File: src/rtl/alu_seq_pkg.sv
// Shared state encodings and ALU opcode constants for the operand/opcode entry sequencer.
// Imported by alu_op_sequencer and its testbench.
package alu_seq_pkg;

   localparam int STATE_W = 3;

   typedef enum logic [STATE_W-1:0] {
      LOAD_A  = 3'd0,
      LOAD_B  = 3'd1,
      LOAD_OP = 3'd2,
      EXEC    = 3'd3,
      SHOW    = 3'd4
   } state_e;

   localparam int OP_W = 6;

   localparam logic [OP_W-1:0] OP_ADD = 6'b100000;
   localparam logic [OP_W-1:0] OP_SUB = 6'b100010;
   localparam logic [OP_W-1:0] OP_AND = 6'b100100;
   localparam logic [OP_W-1:0] OP_OR  = 6'b100101;
   localparam logic [OP_W-1:0] OP_XOR = 6'b100110;
   localparam logic [OP_W-1:0] OP_SRL = 6'b000010;
   localparam logic [OP_W-1:0] OP_SRA = 6'b000011;
   localparam logic [OP_W-1:0] OP_NOR = 6'b100111;

endpackage

File: src/rtl/button_conditioner.sv
// Purpose: turn the raw asynchronous "next" button into a single-cycle next_pulse (optional debounce via ALU_DEBOUNCE_EN).
// Latency: pulse is consumed on the 3rd edge after first high sample (DEBOUNCE_CYCLES+3 with debounce).
// Backpressure: none; a held button yields one pulse, a release and new press is needed for another.
module button_conditioner #(
   parameter int DEBOUNCE_CYCLES = 1000000
) (
   input  logic i_clock,
   input  logic i_reset,
   input  logic i_button,
   output logic next_pulse
);

   logic sync1;
   logic sync2;
   logic level;
   logic level_d;

   always_ff @(posedge i_clock) begin
      if (!i_reset) begin
         sync1   <= 1'b0;
         sync2   <= 1'b0;
         level_d <= 1'b0;
      end else begin
         sync1   <= i_button;
         sync2   <= sync1;
         level_d <= level;
      end
   end

`ifdef ALU_DEBOUNCE_EN
   localparam int DB_W = (DEBOUNCE_CYCLES > 1) ? $clog2(DEBOUNCE_CYCLES + 1) : 1;

   logic [DB_W-1:0] db_cnt;

   // Press accepted on the DEBOUNCE_CYCLES-th consecutive high sample; any low drops it at once.
   always_ff @(posedge i_clock) begin
      if (!i_reset) begin
         db_cnt <= '0;
         level  <= 1'b0;
      end else if (!sync2) begin
         db_cnt <= '0;
         level  <= 1'b0;
      end else if (!level) begin
         if (db_cnt == DB_W'(DEBOUNCE_CYCLES - 1)) begin
            level <= 1'b1;
         end else begin
            db_cnt <= db_cnt + 1'b1;
         end
      end
   end
`else
   logic unused_db;

   assign unused_db = (DEBOUNCE_CYCLES == 0);
   assign level     = sync2;
`endif

   assign next_pulse = level & ~level_d;

endmodule

File: src/rtl/alu_op_sequencer.sv
// Purpose: single-button FSM loading A, B and opcode from switches into the ALU, then latching result/flags onto LEDs.
// Latency: result latched RES_LAT edges after the opcode capture edge; button path per button_conditioner (ALU_DEBOUNCE_EN).
// Backpressure: none; presses during EXEC are dropped, outputs hold until the next capture.
module alu_op_sequencer
   import alu_seq_pkg::*;
#(
   parameter int N_SW            = 8,
   parameter int N_OPERANDS      = 8,
   parameter int N_OP            = 6,
   parameter int RES_LAT         = 2,
   parameter int DEBOUNCE_CYCLES = 1000000
) (
   input  logic                  i_clock,
   input  logic                  i_reset,
   input  logic [N_SW-1:0]       i_sw,
   input  logic                  i_button_next,
   input  logic [N_OPERANDS-1:0] i_alu_Result,
   input  logic                  i_alu_ovf,
   input  logic                  i_alu_zero,
   output logic [N_OPERANDS-1:0] o_alu_A,
   output logic [N_OPERANDS-1:0] o_alu_B,
   output logic [N_OP-1:0]       o_alu_Op,
   output logic [N_OPERANDS+1:0] o_leds,
   output logic                  o_valid,
   output logic [2:0]            o_state
);

   localparam int LAT_W = (RES_LAT > 1) ? $clog2(RES_LAT + 1) : 1;

   logic             next_pulse;
   state_e           state;
   state_e           state_nxt;
   logic [LAT_W-1:0] lat_cnt;
   logic [LAT_W-1:0] lat_cnt_nxt;
   logic             cap_a;
   logic             cap_b;
   logic             cap_op;
   logic             cap_res;

   button_conditioner #(
      .DEBOUNCE_CYCLES(DEBOUNCE_CYCLES)
   ) u_button (
      .i_clock   (i_clock),
      .i_reset   (i_reset),
      .i_button  (i_button_next),
      .next_pulse(next_pulse)
   );

   always_ff @(posedge i_clock) begin
      if (!i_reset) begin
         state   <= LOAD_A;
         lat_cnt <= '0;
      end else begin
         state   <= state_nxt;
         lat_cnt <= lat_cnt_nxt;
      end
   end

   always_comb begin
      state_nxt   = state;
      lat_cnt_nxt = lat_cnt;
      cap_a       = 1'b0;
      cap_b       = 1'b0;
      cap_op      = 1'b0;
      cap_res     = 1'b0;
      case (state)
         LOAD_A: begin
            if (next_pulse) begin
               cap_a     = 1'b1;
               state_nxt = LOAD_B;
            end
         end
         LOAD_B: begin
            if (next_pulse) begin
               cap_b     = 1'b1;
               state_nxt = LOAD_OP;
            end
         end
         LOAD_OP: begin
            if (next_pulse) begin
               cap_op      = 1'b1;
               lat_cnt_nxt = LAT_W'(RES_LAT);
               state_nxt   = EXEC;
            end
         end
         EXEC: begin
            // The edge taking the count from 1 to 0 is the one where the ALU result is valid.
            if (lat_cnt <= LAT_W'(1)) begin
               cap_res     = 1'b1;
               lat_cnt_nxt = '0;
               state_nxt   = SHOW;
            end else begin
               lat_cnt_nxt = lat_cnt - 1'b1;
            end
         end
         SHOW: begin
            if (next_pulse) begin
               state_nxt = LOAD_A;
            end
         end
         default: begin
            state_nxt = LOAD_A;
         end
      endcase
   end

   always_ff @(posedge i_clock) begin
      if (!i_reset) begin
         o_alu_A  <= '0;
         o_alu_B  <= '0;
         o_alu_Op <= '0;
         o_leds   <= '0;
      end else begin
         if (cap_a) begin
            o_alu_A <= i_sw[N_OPERANDS-1:0];
         end
         if (cap_b) begin
            o_alu_B <= i_sw[N_OPERANDS-1:0];
         end
         if (cap_op) begin
            o_alu_Op <= i_sw[N_OP-1:0];
         end
         if (cap_res) begin
            o_leds <= {i_alu_zero, i_alu_ovf, i_alu_Result};
         end
      end
   end

   assign o_valid = (state == SHOW);
   assign o_state = state;

endmodule

File: config.mk
export PLATFORM = sky130hd
export DESIGN_NAME = alu_op_sequencer
export DESIGN_NICKNAME = d
export VERILOG_FILES = /design/src/rtl/alu_seq_pkg.sv /design/src/rtl/button_conditioner.sv /design/src/rtl/alu_op_sequencer.sv
export SDC_FILE = /design/constraint.sdc
export NUM_CORES = 1
export LEC_CHECK = 0
export BUFFER_PORTS_ARGS = -buffer_cell sky130_fd_sc_hd__buf_2
export CAP_MARGIN = 20
export CORE_MARGIN = 2
export CORE_UTILIZATION = 50
export CTS_CLUSTER_SIZE = 30
export DETAILED_ROUTE_END_ITERATION = 10
export PLACE_DENSITY = 0.85
export SYNTH_ARGS = -nofsm -noshare
export SYNTH_HDL_FRONTEND = slang
export SYNTH_SLANG_ARGS = --single-unit
File: constraint.sdc
create_clock -name i_clock -period 2 [get_ports i_clock]
set_input_delay 0.2 -clock i_clock [delete_from_list [all_inputs] [get_ports i_clock]]
set_output_delay 0.2 -clock i_clock [all_outputs]
set_load 0.005 [all_outputs]
==> summary by stage <==
Place
Counting tap cells, the placed design contains a total of 241 instances. The worst slack after detailed placement is 0.570 ns. The number of port buffers is 56.

Summed over all nets, the half-perimeter wirelength after detailed placement is 2.05 mm. The routability congestion estimate from global placement is just over 0.8.

Timing
The final worst-path cycle share is 72.0%. The highest clock frequency the design can meet is 0.695 GHz. Setup violations remaining at the end of the flow were counted as 0. The number of max-slew violations in the final report is 0. The number of failing hold endpoints at the final stage is 0. The final sum of negative setup slack is 0 ns.

Between clock sinks in the finished design, the worst skew comes to 0.00635 ns. After layout, the worst setup slack is 0.560 ns. In this run the tightest slew margin relative to its limit is between 60% and 70%. The minimum clock period after layout is 1.44 ns.

Hold timing on the final database bottoms out at a slack of 0.0727 ns. At the pin with the least slew margin, the transition time is 0.565 ns. Setup repair after global routing left no endpoint under its margin.

Cells and area
Cells with a size suffix above 1 make up approximately a third of the layout. The area growth from synthesis to layout is 23.2%. The final standard cell utilization of the core is 63.3%. The net count of the finished layout is 236. The number of non-filler instances in the completed layout is ~250. The number of antenna cells inserted is 0.

Synth
In this run the mean area of a mapped cell was 9.56 um2. By area the synthesized netlist is led by dfxtp_1 52%, mux2i_1 14%, nand2_1 9.8%. The number of synthesized register bits is 40. The number of nets in the synthesized netlist is between 150 and 200.

The portion of synthesized cell area occupied by the leading cell type is 52.3%. The most used flip-flop cell after synthesis is dfxtp_1. By count the netlist is led by 40 x dfxtp_1, 40 x nand2_1, 22 x mux2i_1, 12 x o21ai_0, 10 x nand3_1. The number of flops mapped to enable cells by yosys is 0. The synthesized design spends more area on one cell type than any other, namely dfxtp_1. The post-synthesis async set-or-reset flop share is 0%.

In this run, distinct cell masters in the synthesized netlist total 25. The cell area that synthesis handed to floorplanning was 1530 um2. During synthesis, Yosys emitted a total of 0 warnings. The number of cells produced by synthesis is between 150 and 200. For this run, the register share of the synthesized area comes to between 50% and 60%.

Route
Detailed routing placed a total of 1.26 mm of wire on met2. In the final routed layout, each cell accounts on average for 11.4 um. The count of TritonRoute iterations in the first routing pass is 4. The met3 wire length is a little over 200 um.

Routed signal wires occupy layers up through met4. In the routed layout, each cell is associated on average with a via count of between 5 and 6. The aggregate routed wire length is 2.84 mm. The detail route stage leaves a number of antenna-violating nets equal to 0. After detailed routing, the number of remaining DRC violations is 0. The first-iteration detailed-routing DRC count is 52. Summing over every cut layer, the via total after detailed routing is 1,258. After detailed routing, the wire length on met1 is 1.36 mm.

Floorplan
The floorplan step set the die width to 59.3 um. The area enclosed by the die boundary is 3520 um2. The number of top-level design ports is 57. The core region is 2980 um2.

The number of cell rows is 20. The chip height is 59.3 um. For this configuration, the core starts out at a cell density of between 50 and 60%.

Critical path
The maximum fanout encountered on the critical timing path is 9. The worst path required time is 2.26 ns. Data on the critical path arrives at its endpoint at 1.70 ns. The cell family contributing the most delay on the critical path is simple AND/OR/NAND/NOR gates.

The category of the most critical setup path is flop to flop. The critical path endpoint category is a flop. The critical path contains buffers and inverters numbering 0 combined. The cell type of the slowest stage on the worst timing path is dfxtp_1. Traced cell by cell, the critical path runs through nor3b_4 > nand3b_1 > mux2i_1. The stage delay of the slowest cell on the critical path is 0.41 ns. The worst setup path is launched from a flop.

CTS
The number of clock buffers added by TritonCTS is 5. The clock drives 40 sinks. Gates resized during post-CTS repair numbered 0.

The clock tree from TritonCTS is done. The number of buffers inserted by post-CTS setup repair is 0. The post-cts hold buffer count is 0. Clock-pin slew was measured on the worst setup and hold paths at 0.11 ns. The H-tree generated during clock tree synthesis spans 2 levels. The number of buffers between clock root and the deepest sink is 2. The later pin in the worst-skew pair is clocked with a latency of 0.33 ns. The buffer cell driving the clock tree root is clkbuf_4.

Pwr
The leakage power is 0.00100 uW. The highest ir drop seen on vdd is 401 uV. In this run the power density over the cells is around 740 nW/um2.

Job
The total of max-cap violations is 0.

Global routing
The global-route congestion overflow total is 0. The global-route wire length before repair is 4.60 mm. The number of global-route vias before repair came to 1,084.

The number of antenna violations at the first check in global routing is 0. Across every metal layer, demand over resource in global routing totals approximately 17%. Entering global routing, the biggest net connects 36 pins.

Run status
The run finished with clean final reports.

Hold path
The min-delay analysis places its worst path in the category input pin to flop.
## per-stage QoR
step | total power (uW) | cell area, um2
global route | 1480 | 1890
floorplan | 880 | 1530
detailed placement | 915 | 1810
global placement | 913 | 1810
CTS | 1420 | 1890
finish | 1400 | 1890
## layout by cell type, fill, tap and decap left out, types with 2 or more instances in the layout
| master | instances |
|---|---|
| nand3b_1 | 4 |
| buf_2 | 56 |
| buf_4 | 2 |
| dfxtp_1 | 40 |
| o21ai_0 | 12 |
| mux2i_1 | 22 |
| nand2_1 | 40 |
| and2_1 | 4 |
| a21boi_0 | 2 |
| nand3_1 | 10 |
| nor2_1 | 2 |
| clkbuf_4 | 5 |
| nand2b_1 | 2 |
## kinds of logic (layout without fill, tap and decap cells)
logic type             Yosys count  in the layout  share of synthesized area, %
and+or+nand+nor                 70             70                          22.7
AOI/OAI and AO/OA               17             17                          6.54
muxes                           22             22                          14.4
buffers and inverters           11             67                          4.01
DFF                             40             40                          52.3
## per-layer routing
| layer | vias up | GRT usage, % |
|---|---|---|
| li1 | 643 | - |
| met1 | 567 | 21.4 |
| met5 | - | 0 |
| met2 | 46 | 26.8 |
| met4 | 0 | 5.84 |
| met3 | 2 | 8.08 |
## state kept, by name (all words and copies together), names as in the netlist
| signal | flops |
|---|---|
| lat_cnt | 2 |
| o_alu_A | 8 |
| o_alu_B | 8 |
| o_alu_Op | 6 |
| o_leds | 10 |
| o_state | 3 |
| u_button.level | 1 |
| u_button.level_d | 1 |
| u_button.sync1 | 1 |
## report_power, final
| part | total [uW] | switching [uW] | leakage, uW | internal (uW) |
|---|---|---|---|---|
| sequential | 814 | 6.93 | 0.000323 | 807 |
| combinational | 81.3 | 43.5 | 0.000635 | 37.9 |
| clock | 503 | 241 | 0.0000422 | 262 |
## layout make-up
type / instances / area (um2)
fill: 257 / 1090
multi-input combinational: 109 / 668
timing repair buffer: 58 / 295
clock inverter: 2 / 35.0
sequential: 40 / 801
inverter: 1 / 3.75
clock buffer: 6 / 41.3
tap: 33 / 41.3
## path summary, 6_finish.rpt
kind                                startpoint        endpoint  slack [ns]  cells after the start
worst max-delay path                o_state[1]      o_alu_B[7]        0.56                      3
worst min-delay path             i_button_next  u_button.sync1        0.07                      2
worst max register to register      o_state[1]      o_alu_B[7]        0.56                      3
worst min register to register  u_button.sync1  u_button.level        0.45                      1
Power figures use the tool's default switching activity.
